**src/rtl/mux9_arb_pkg.sv**
```systemverilog
// Shared constants, state type and index helpers for the 9-way round-robin mux arbiter.
package mux9_arb_pkg;

  localparam int N_REQ = 9;
  localparam int SEL_W = 4;
  localparam logic [SEL_W-1:0] SEL_IDLE = 4'hF;

  typedef enum logic [0:0] {
    IDLE  = 1'b0,
    GRANT = 1'b1
  } arb_state_t;

  // Successor index with 8 -> 0 wrap; out-of-range codes restart at 0.
  function automatic logic [SEL_W-1:0] rr_next(input logic [SEL_W-1:0] k);
    return (k >= 4'd8) ? '0 : k + 4'd1;
  endfunction

  function automatic logic [N_REQ-1:0] onehot9(input logic [SEL_W-1:0] k);
    return (k < 4'd9) ? (9'd1 << k) : '0;
  endfunction

endpackage

```
**src/rtl/mux9_rr_arbiter_pick.sv**
```systemverilog
// rr_pick9: combinational round-robin search over nine requests starting at 'start'.
module rr_pick9
  import mux9_arb_pkg::*;
(
  input  logic [N_REQ-1:0] ereq,
  input  logic [SEL_W-1:0] start,
  output logic             found,
  output logic [SEL_W-1:0] idx
);

  logic [SEL_W-1:0]   start_c;
  logic [2*N_REQ-1:0] dbl;
  logic [N_REQ-1:0]   rot;
  logic [SEL_W-1:0]   off;
  logic [SEL_W:0]     sum;

  assign start_c = (start > 4'd8) ? '0 : start;
  assign dbl     = {ereq, ereq};

  // Rotate so that bit 0 of rot is request 'start'.
  for (genvar gi = 0; gi < N_REQ; gi++) begin : g_rot
    assign rot[gi] = dbl[{1'b0, start_c} + 5'(gi)];
  end

  always_comb begin
    found = 1'b0;
    off   = '0;
    for (int i = N_REQ - 1; i >= 0; i--) begin
      if (rot[i]) begin
        found = 1'b1;
        off   = 4'(i);
      end
    end
  end

  assign sum = {1'b0, start_c} + {1'b0, off};
  assign idx = (sum >= 5'd9) ? 4'(sum - 5'd9) : 4'(sum);

endmodule

```
**src/rtl/mux9_rr_arbiter.sv**
```systemverilog
// Round-robin owner arbiter for the shared 9:1 mux; grant held until done/drop.
// Optional forced release after MAX_HOLD cycles when MUX9_ARB_TIMEOUT_EN is defined.
module mux9_rr_arbiter
  import mux9_arb_pkg::*;
#(
  parameter int MAX_HOLD = 16
) (
  input  logic             clk,
  input  logic             reset,
  input  logic [N_REQ-1:0] req,
  input  logic             done,
  input  logic [N_REQ-1:0] mask,
  output logic [N_REQ-1:0] grant,
  output logic [SEL_W-1:0] sel,
  output logic             busy,
  output logic             timeout
);

  arb_state_t       state_q, state_d;
  logic [SEL_W-1:0] ptr_q, ptr_d;
  logic [N_REQ-1:0] grant_q, grant_d;
  logic [SEL_W-1:0] sel_q, sel_d;

  logic [N_REQ-1:0] ereq;
  logic             owner_req;
  logic             tmo;
  logic             rel;
  logic             new_grant;
  logic [SEL_W-1:0] start;
  logic             found;
  logic [SEL_W-1:0] idx;

  assign ereq      = req & ~mask;
  assign owner_req = |(ereq & grant_q);
  assign rel       = (state_q == GRANT) && (done || !owner_req || tmo);
  // While granted the search starts just past the owner, so it gets lowest priority.
  assign start     = (state_q == GRANT) ? rr_next(sel_q) : ptr_q;

  rr_pick9 u_pick (
    .ereq  (ereq),
    .start (start),
    .found (found),
    .idx   (idx)
  );

  always_comb begin
    state_d   = state_q;
    ptr_d     = ptr_q;
    grant_d   = grant_q;
    sel_d     = sel_q;
    new_grant = 1'b0;
    if ((state_q == IDLE) || rel) begin
      if (rel) ptr_d = rr_next(sel_q);
      if (found) begin
        state_d   = GRANT;
        grant_d   = onehot9(idx);
        sel_d     = idx;
        new_grant = 1'b1;
      end else begin
        state_d = IDLE;
        grant_d = '0;
        sel_d   = SEL_IDLE;
      end
    end
  end

  always_ff @(posedge clk or posedge reset) begin
    if (reset) begin
      state_q <= IDLE;
      ptr_q   <= '0;
      grant_q <= '0;
      sel_q   <= SEL_IDLE;
    end else begin
      state_q <= state_d;
      ptr_q   <= ptr_d;
      grant_q <= grant_d;
      sel_q   <= sel_d;
    end
  end

`ifdef MUX9_ARB_TIMEOUT_EN
  localparam int CNT_W = (MAX_HOLD > 1) ? $clog2(MAX_HOLD) : 1;

  logic [CNT_W-1:0] cnt_q, cnt_d;

  assign tmo = (state_q == GRANT) && (cnt_q == CNT_W'(MAX_HOLD - 1));

  always_comb begin
    cnt_d = cnt_q;
    if (new_grant)             cnt_d = '0;
    else if (state_q == GRANT) cnt_d = cnt_q + 1'b1;
  end

  always_ff @(posedge clk or posedge reset) begin
    if (reset) cnt_q <= '0;
    else       cnt_q <= cnt_d;
  end
`else
  logic unused_hold;
  assign unused_hold = new_grant & (MAX_HOLD > 0);
  assign tmo         = 1'b0;
`endif

  assign grant   = grant_q;
  assign sel     = sel_q;
  assign busy    = (state_q == GRANT);
  assign timeout = tmo;

endmodule

```
**config.mk**
```make
export PLATFORM = sky130hd
export DESIGN_NAME = mux9_rr_arbiter
export DESIGN_NICKNAME = d
export VERILOG_FILES = /design/src/rtl/mux9_arb_pkg.sv /design/src/rtl/mux9_rr_arbiter_pick.sv /design/src/rtl/mux9_rr_arbiter.sv
export SDC_FILE = /design/constraint.sdc
export NUM_CORES = 1
export LEC_CHECK = 0
export ABC_AREA = 1
export CAP_MARGIN = 25
export CORE_AREA = 2 2 80 82
export DETAILED_ROUTE_END_ITERATION = 12
export DIE_AREA = 0 0 82 84
export SETUP_SLACK_MARGIN = 0.1
export SYNTH_ARGS = -nofsm -noshare
export SYNTH_HDL_FRONTEND = slang
export SYNTH_SLANG_ARGS = --single-unit
```
**constraint.sdc**
```tcl
create_clock -name clk -period 8.2 [get_ports clk]
set_clock_uncertainty 0.05 [all_clocks]
set_input_delay 2.05 -clock clk [delete_from_list [all_inputs] [get_ports clk]]
set_output_delay 2.05 -clock clk [all_outputs]
set_load 0.02 [all_outputs]
```
==> impl_metrics.json <==
{
  "outcome": "complete, no violations",
  "htreeDepth": 1,
  "placed_area_mm2": 0.00291,
  "grt.met3_usage": 0.0195,
  "period_share": 0.759,
  "critPathKind": "reg -> reg",
  "ys_seq_area_frac": 0.181,
  "grt_max_degree": 19,
  "use_met2": 0.392,
  "insertion_delay_ps": 250,
  "grt_use_total": 0.228,
  "synth.avg_cell_area_um2": 5.93,
  "layout.nets": 495,
  "first_pass_iters": 4,
  "setup_viol": 0,
  "syn_area_mm2": 0.00251,
  "cp.arrival_ps": 6370,
  "cpMostUsedCell": "nand2_1",
  "std_cell_rows": 29,
  "initial_core_util": 0.412,
  "die_x_um": 82,
  "synth_common_cells": "nand2_1 (130), nand3_1 (80), inv_1 (46)",
  "cts_buffers": 3,
  "synthMuxAreaShare": 0,
  "avgViaCountPerCell": 5.28,
  "ctsResizeCount": 0,
  "synth_cell_types": 42,
  "portBuffers": 34,
  "yosysMostFrequentCell": "nand2_1",
  "floorplan.die_area_mm2": 0.00689,
  "yosys.area_share.simple": 0.505,
  "synth_top_cell_area_share": 0.194,
  "clkSlewWorstSetupHoldPaths_ps": 70,
  "synth_compound_area_frac": 0.0936,
  "drive_gt1_frac": 0.105,
  "clockBufferDepth": 2,
  "drtAntennaViolNets": 0,
  "end_kind": "register",
  "cts_hold_buffers": 0,
  "relSlewSlack": 0.527,
  "syn_to_final_growth_pct": 17.7,
  "yosys_register_bits": 18,
  "fin_tns_setup_ps": 0,
  "async_reset_ff_frac": 1.00,
  "dp.cells": 528,
  "cp_data_required_time_ps": 8350,
  "period_needed_ps": 6220,
  "die_y_um": 84,
  "overflow": 0,
  "dp_hpwl_um": 6020,
  "timing.hold.ws_ps": 433,
  "maxCapViolCount": 0,
  "stdcell_count": 532,
  "grt_pass1_wl_um": 12500,
  "synth_edf_count": 0,
  "cpMaxStageDelayCell": "ha_1",
  "top_usage_layer": "met2",
  "min_path_type": "reg -> reg",
  "drt_first_iter_violations": 172,
  "clockRootBuffer": "clkbuf_8",
  "num_vias": 2809,
  "tritoncts": "built",
  "synthCells": 424,
  "hold_violations": 0,
  "synth_top_family_by_area": "simple AND/OR/NAND/NOR gates",
  "core_mm2": 0.00610,
  "maxSlewViolCount": 0,
  "syn-num-nets": 463,
  "postCtsSetupRepairBufs": 0,
  "tightest_slew_ps": 709,
  "cp_max_fo": 16,
  "ys.flop_type": "dfrtp_1",
  "gp_congestion": 0.882,
  "ys_top_cells_by_area": "nand2_1 (19%), nand3_1 (16%), dfrtp_1 (14%), ha_1 (8.5%), inv_1 (6.9%)",
  "fin_area_mm2": 0.00296,
  "start_kind": "register",
  "synthAdderAreaFrac": 0.0926,
  "cts_num_sinks": 18,
  "rsz0062_at_grt": "false",
  "grt_pass1_vias": 2693,
  "synth_top_cell_by_area": "nand2_1",
  "slowest_delay_ps": 620,
  "wl_um": 7470,
  "antenna_found_initial": 0,
  "timing.fmax_mhz": 161,
  "ys.warnings.count": 0,
  "wl_per_cell_um": 14.0,
  "n_antenna_cell": 0,
  "synth_xor_area_frac": 0.0174,
  "grt_util_met1": 0.290,
  "drc_errors": 0,
  "io_pins": 36
}
path summary, 6_finish.rpt:
check	startpoint	endpoint	slack, ps	cells past startpoint
max	sel[1]	grant[1]	1980	35
min	ptr_q[3]	ptr_q[3]	430	2
max reg2reg	sel[1]	grant[1]	1980	35
min reg2reg	ptr_q[3]	ptr_q[3]	430	2
max in group asynchronous	reset	ptr_q[1]	5500	2
min in group asynchronous	reset	ptr_q[2]	2150	2
worst max-delay path: cells and delay by family (launching register included):
kind | cells | cell delay (ps)
and+or+nand+nor | 22 | 2230
adders and majority gates | 4 | 1520
buffers and inverters | 6 | 1270
DFF | 1 | 580
AOI/OAI and AO/OA | 2 | 300
xor gates and xnor gates | 1 | 210
registers in the layout, indices dropped and copies added, names as in the netlist:
name / count
grant: 9
busy: 1
sel: 4
ptr_q: 4
logic make-up (layout without fill, tap and decap cells):
| group | after synthesis | count (layout) |
|---|---|---|
| compound gates | 34 | 34 |
| other cells | 1 | 1 |
| xor+xnor | 5 | 5 |
| fa+ha+maj | 18 | 18 |
| flops | 18 | 18 |
| simple gates | 281 | 281 |
| buf+inv | 67 | 98 |
area by class of cell:
| type | instances | area [µm²] |
|---|---|---|
| inverters | 58 | 219 |
| multi-input cells | 339 | 1790 |
| well taps | 77 | 96.3 |
| clock buffers | 4 | 45.0 |
| fillers | 660 | 3140 |
| repair buffers | 36 | 355 |
| flip-flops and latches | 18 | 455 |
placed cells by master, fill, tap and decap left out, drive strengths merged, types with 3 or more instances in the layout:
cell type,netlist,routed
a21oi,13,13
clkbuf,3,4
clkdlybuf4s50,0,34
clkinv,3,3
dfrtp,14,14
dfstp,4,4
ha,17,17
inv,55,55
nand2,139,139
nand3,82,82
nand4,3,3
nor2,45,45
nor3,6,6
o21ai,14,14
xor2,4,4
through the flow:
step	setup WS, ps	util
after global routing	1370	0.485
after global placement	1860	0.478
after CTS	2010	0.485
final	1980	0.485
after detailed placement	1780	0.478
after floorplan	2870	-
layer usage:
metal / share of wire / vias up
met1: 0.44 / 1287
met5: 0 / -
met4: 0.022 / 0
li1: - / 1425
met3: 0.042 / 12
met2: 0.50 / 85
Power is not shown: default switching activity piles up to over one toggle a cycle in this logic, so the estimate is an artifact.
